--- src/rtl/vga_frame_reader.sv ---
// Raster-scan reader for the cell frame buffer: drives the read address, maps each
// cell code through the palette and produces VGA sync/blank timing aligned with the RGB.
module vga_frame_reader #(
   parameter int ADDR_WIDTH = 19,
   parameter int DATA_WIDTH = 8,
   parameter int CLK_DIV    = 4,
   parameter int H_VISIBLE  = 640,
   parameter int H_FRONT    = 16,
   parameter int H_SYNC     = 96,
   parameter int H_BACK     = 48,
   parameter int V_VISIBLE  = 480,
   parameter int V_FRONT    = 10,
   parameter int V_SYNC     = 2,
   parameter int V_BACK     = 33
) (
   input  logic                  clk_i,
   input  logic                  rst_ni,
   output logic [ADDR_WIDTH-1:0] rd_addr_o,
   input  logic [DATA_WIDTH-1:0] rd_data_i,
   output logic                  hsync_o,
   output logic                  vsync_o,
   output logic [11:0]           rgb_o,
   output logic                  vblank_o
);

   localparam int H_TOTAL = H_VISIBLE + H_FRONT + H_SYNC + H_BACK;
   localparam int V_TOTAL = V_VISIBLE + V_FRONT + V_SYNC + V_BACK;
   localparam int HW      = $clog2(H_TOTAL);
   localparam int VW      = $clog2(V_TOTAL);
   localparam int DW      = $clog2(CLK_DIV);

   localparam logic [HW-1:0] H_LAST      = HW'(H_TOTAL - 1);
   localparam logic [HW-1:0] H_VIS_END   = HW'(H_VISIBLE);
   localparam logic [HW-1:0] H_SYNC_BEG  = HW'(H_VISIBLE + H_FRONT);
   localparam logic [HW-1:0] H_SYNC_LAST = HW'(H_VISIBLE + H_FRONT + H_SYNC - 1);
   localparam logic [VW-1:0] V_LAST      = VW'(V_TOTAL - 1);
   localparam logic [VW-1:0] V_VIS_END   = VW'(V_VISIBLE);
   localparam logic [VW-1:0] V_VIS_LAST  = VW'(V_VISIBLE - 1);
   localparam logic [VW-1:0] V_SYNC_BEG  = VW'(V_VISIBLE + V_FRONT);
   localparam logic [VW-1:0] V_SYNC_LAST = VW'(V_VISIBLE + V_FRONT + V_SYNC - 1);
   localparam logic [DW-1:0] DIV_LAST    = DW'(CLK_DIV - 1);

   logic [DW-1:0]         div_r;
   logic [HW-1:0]         hcnt_r;
   logic [VW-1:0]         vcnt_r;
   logic [ADDR_WIDTH-1:0] pix_r;
   logic                  act_d_r;
   logic                  hs_d_r;
   logic                  vs_d_r;

   logic tick_s;
   logic active_s;
   logic hsync_s;
   logic vsync_s;
   logic h_wrap_s;
   logic frame_end_s;

   function automatic logic [11:0] pal(input logic [DATA_WIDTH-1:0] code);
      logic [11:0] rgb;
      case (code)
         DATA_WIDTH'(32'd0): rgb = 12'h000;
         DATA_WIDTH'(32'd1): rgb = 12'hDB6;
         DATA_WIDTH'(32'd2): rgb = 12'h888;
         DATA_WIDTH'(32'd3): rgb = 12'h04F;
         default:            rgb = 12'hF0F;
      endcase
      return rgb;
   endfunction

   // Decode of the current scan position
   always_comb begin
      tick_s      = (div_r == DIV_LAST);
      active_s    = (hcnt_r < H_VIS_END) && (vcnt_r < V_VIS_END);
      hsync_s     = !((hcnt_r >= H_SYNC_BEG) && (hcnt_r <= H_SYNC_LAST));
      vsync_s     = !((vcnt_r >= V_SYNC_BEG) && (vcnt_r <= V_SYNC_LAST));
      h_wrap_s    = (hcnt_r == H_LAST);
      frame_end_s = h_wrap_s && (vcnt_r == V_LAST);
   end

   // Pixel divider, raster counters and the two-tick output pipeline
   always_ff @(posedge clk_i or negedge rst_ni) begin
      if (!rst_ni) begin
         div_r     <= '0;
         hcnt_r    <= '0;
         vcnt_r    <= '0;
         pix_r     <= '0;
         act_d_r   <= 1'b0;
         hs_d_r    <= 1'b1;
         vs_d_r    <= 1'b1;
         rd_addr_o <= '0;
         rgb_o     <= 12'h000;
         hsync_o   <= 1'b1;
         vsync_o   <= 1'b1;
         vblank_o  <= 1'b0;
      end else begin
         vblank_o <= 1'b0;
         if (tick_s) begin
            div_r  <= '0;
            hcnt_r <= h_wrap_s ? '0 : hcnt_r + HW'(1);
            if (h_wrap_s) begin
               vcnt_r <= (vcnt_r == V_LAST) ? '0 : vcnt_r + VW'(1);
            end else begin
               vcnt_r <= vcnt_r;
            end
            // pix_r is the address of the next visible pixel; rd_addr_o only ever takes visible addresses
            if (frame_end_s) begin
               pix_r     <= '0;
               rd_addr_o <= '0;
            end else if (active_s) begin
               pix_r     <= pix_r + ADDR_WIDTH'(1);
               rd_addr_o <= pix_r;
            end else begin
               pix_r     <= pix_r;
               rd_addr_o <= rd_addr_o;
            end
            act_d_r  <= active_s;
            hs_d_r   <= hsync_s;
            vs_d_r   <= vsync_s;
            rgb_o    <= act_d_r ? pal(rd_data_i) : 12'h000;
            hsync_o  <= hs_d_r;
            vsync_o  <= vs_d_r;
            vblank_o <= h_wrap_s && (vcnt_r == V_VIS_LAST);
         end else begin
            div_r <= div_r + DW'(1);
         end
      end
   end

endmodule

--- config.mk ---
export PLATFORM = sky130hd
export DESIGN_NAME = vga_frame_reader
export DESIGN_NICKNAME = d
export VERILOG_FILES = /design/src/rtl/vga_frame_reader.sv
export SDC_FILE = /design/constraint.sdc
export NUM_CORES = 1
export LEC_CHECK = 0
export BUFFER_PORTS_ARGS = -buffer_cell sky130_fd_sc_hd__buf_2
export CAP_MARGIN = 20
export CORE_AREA = 4 4 84 86
export DETAILED_ROUTE_END_ITERATION = 6
export DIE_AREA = 0 0 88 90
export GPL_ROUTABILITY_DRIVEN = 0
export MAX_ROUTING_LAYER = met4
export PLACE_DENSITY = 0.82
export SLEW_MARGIN = 30
export SYNTH_ARGS = -nofsm -noshare
export SYNTH_HDL_FRONTEND = slang
export SYNTH_SLANG_ARGS = --single-unit
--- constraint.sdc ---
create_clock -name clk_i -period 4.8 [get_ports clk_i]
set_clock_uncertainty 0.05 [all_clocks]
set_input_delay 0.24 -clock clk_i [delete_from_list [all_inputs] [get_ports clk_i]]
set_output_delay 0.24 -clock clk_i [all_outputs]
set_load 0.05 [all_outputs]
==> run summary <==
accumulated negative setup slack = 0 ps
fmax = 373 MHz
via count of the first global-routing pass = 2931
CTS resizes = 0
first-pass detailed-route iteration total = 4
count of hold-fix buffers inserted at cts = 1
power share of the sequential group = 53.0%
dominant synthesized flop cell = sky130_fd_sc_hd__dfrtp_1
Core ar. = 6280 µm²
final total power = 1.19 mW
Netlist cell types = 50
full die area = 7920 µm²
RSZ-0062 raised after global routing = no
commonest non-fill, non-tap cell in the layout = sky130_fd_sc_hd__dfrtp_1
Skew-Pair Late Insertion Delay = 350 ps
die span in x = 88 µm
startpoint type of the worst setup path = register
fraction of synthesis flops using an asynchronous set or reset pin = 100%
post-synthesis sequential area ratio = 50.4%
antenna violations before repair = 0
net count after synthesis = 398
area grow syn2layout = 11.6%
placed wire-length estimate = 5220 µm
Synth Cell Area = 3730 µm²
synthesized area per cell = 9.77 µm²
Period minus WS final = 2680 ps
buffer cell driving the clock tree root = sky130_fd_sc_hd__clkbuf_8
number of enable flip-flop cells after synthesis = 0
worst hold path class = input pin to register
Overall Global Routing Usage = 22.1%
Cells on Worst Hold Path = 3
clock transition time at the flip-flop clock pins of the worst setup and hold paths = 80 ps
number of routed nets with antenna violations = 0
run status = completed
worst-path maximum fanout = 29
largest net degree at the start of global routing = 64
Via density = 6.12
Internal Pwr Total = 0.945 mW
starting density of the core = 59.4%
Arrival @ worst endpoint = 2830 ps
worst vdd rail ir drop = 206 µV
TritonCTS buffer count = 9
row count = 29
number of hold violations in the final report = 0
count of maximum capacitance violations = 0
DRC = 0
number of warning messages in the yosys log = 0
maximum buffer depth of the clock tree = 2
hold wc startpoint = rd_data_i[0]
wire length of the first global-routing pass = 13700 µm
power density cells = 287 nW/µm²
fraction of power spent switching nets = 20.8%
RR Endpoint = rd_addr_o[17]
crit path capture type = register
combinational fraction of design power = 1.9%
post-synthesis cell count = 382
number of ports placed on the die boundary = 44
WS Path Type = register to register
leakage power figure = 1.76 nW
Switching Power = 0.248 mW
endpoint with the worst hold slack = rgb_o[2]
CTS sink count = 75
pre-CTS worst setup slack = 2120 ps
max-slew headroom at the worst pin = 47.7%
worst setup slack for register-to-register paths = 2120 ps
Worst Max-Slew Pin Slew = 784 ps
Final Max Slew Viols = 0
final worst-path setup slack = 2120 ps
H-tree depth = 3
chip height = 90 µm
worst slack on hold paths = 148 ps
required time of the worst setup path = 4940 ps
I/O Buffers = 43
top library cells by usage in the layout, fill and taps aside = sky130_fd_sc_hd__dfrtp_1 (71), sky130_fd_sc_hd__nand2_1 (51), sky130_fd_sc_hd__buf_2 (43)
clock tree from TritonCTS = built
routed vias = 3049
detailed-route wire length = 8150 µm
number of post-CTS setup repair buffers = 0
endpoints failing setup = 0
worst reg-to-reg path cell count = 6
number of DRC markers after the initial detailed-route iteration = 240
start of the worst register-to-register path = vcnt_r[0]
FF+latch count, synth = 75
wire length per cell = 16.4 µm
proportion of power drawn by the clock network = 45.1%
nets = 432
final clock period utilization by the worst path = 55.9%
share of layout cells above drive strength 1 = 18.5%
gr ovfl total = 0
number of antenna cells inserted = 0
power by group through the flow:
stage                     logic, mW  clock network, mW  registers [mW]
after floorplan             0.00352                  0           0.646
final                        0.0232              0.538           0.632
after detailed placement     0.0236                  0           0.645
after CTS                    0.0243              0.547           0.632
after global routing         0.0270              0.569           0.632
after global placement       0.0230                  0           0.645
metal layers:
layer	global-route usage [%]	vias to the layer above	part of all wire (%)
li1	-	1443	-
met1	29.6	1473	44
met2	32.6	113	49
met3	3.75	20	5.5
met4	10.6	0	2.1
met5	-	-	0
layout make-up:
class,count,area [µm²]
Sequential cell,75,1880
Clock buffer,12,145
Clock inverter,4,73.8
Inverter,22,82.6
Timing Repair Buffer,47,248
Fill cell,465,2110
Multi-Input combinational cell,261,1640
Tap cell,77,96.3
metrics by stage:
stage | cell area, µm² | util [%] | instances
4_1_cts | 4160 | 66.3 | 498
3_5_place_dp | 3940 | 62.7 | 481
5_1_grt | 4160 | 66.3 | 498
6_report | 4160 | 66.3 | 498
3_3_place_gp | 3940 | 62.7 | 481
2_1_floorplan | 3730 | - | 382
cell usage after synthesis (4+ instances only):
library cell | number | share of area, %
sky130_fd_sc_hd__nor4_1 | 4 | 0.67
sky130_fd_sc_hd__inv_1 | 22 | 2.2
sky130_fd_sc_hd__nor3_1 | 5 | 0.67
sky130_fd_sc_hd__or3_1 | 7 | 1.2
sky130_fd_sc_hd__buf_4 | 4 | 0.80
sky130_fd_sc_hd__nand3_1 | 20 | 2.7
sky130_fd_sc_hd__dfrtp_1 | 71 | 48
sky130_fd_sc_hd__nor2_1 | 16 | 1.6
sky130_fd_sc_hd__clkbuf_1 | 13 | 1.3
sky130_fd_sc_hd__nand2_1 | 51 | 5.1
sky130_fd_sc_hd__xor2_1 | 5 | 1.2
sky130_fd_sc_hd__o221ai_1 | 7 | 1.6
sky130_fd_sc_hd__and3_1 | 9 | 1.5
sky130_fd_sc_hd__a21oi_1 | 9 | 1.2
sky130_fd_sc_hd__dfstp_2 | 4 | 2.8
sky130_fd_sc_hd__ha_1 | 6 | 2.0
sky130_fd_sc_hd__o22ai_1 | 4 | 0.67
sky130_fd_sc_hd__xnor2_1 | 9 | 2.1
sky130_fd_sc_hd__o22ai_2 | 4 | 1.3
sky130_fd_sc_hd__o21ai_0 | 31 | 4.2
sky130_fd_sc_hd__or4_1 | 8 | 1.6
sky130_fd_sc_hd__o211ai_1 | 16 | 3.2
sky130_fd_sc_hd__nand4_1 | 16 | 2.7
cells by family after synthesis:
group | Yosys count | synth area share, %
simple gates | 152 | 21.8
compound gates | 84 | 15.2
flops | 75 | 50.4
buf+inv | 46 | 5.83
xor+xnor | 14 | 3.29
fa+ha+maj | 6 | 2.01
mux | 5 | 1.41
sequential cells by signal, indices dropped and copies added (netlist names):
register	cells
hcnt_r	10
rd_addr_o	19
vsync_o	1
div_r	2
vblank_o	1
hsync_o	1
hs_d_r	1
pix_r	19
rgb_o	9
vs_d_r	1
vcnt_r	10
act_d_r	1
how the worst max path moves through the flow:
stage / start / endpoint / slack (ps) / cells past startpoint
floorplan: hcnt_r[5] / rd_addr_o[12] / 2730 / 7
global placement: vcnt_r[5] / pix_r[17] / 2220 / 4
detailed placement: vcnt_r[0] / rd_addr_o[17] / 2120 / 6
CTS: vcnt_r[0] / rd_addr_o[9] / 2120 / 6
global route: vcnt_r[1] / rd_addr_o[11] / 1910 / 6
finish: vcnt_r[0] / rd_addr_o[17] / 2120 / 6
worst max-delay path, cell delays in order (launching register included):
cell and delay [ps]:
sky130_fd_sc_hd__dfrtp_1 440, sky130_fd_sc_hd__inv_1 90, sky130_fd_sc_hd__ha_1 150, sky130_fd_sc_hd__nand4_1 80
sky130_fd_sc_hd__or4_1 840, sky130_fd_sc_hd__nor2_4 670, sky130_fd_sc_hd__o22ai_1 200
(Power assumes the default switching activity.)
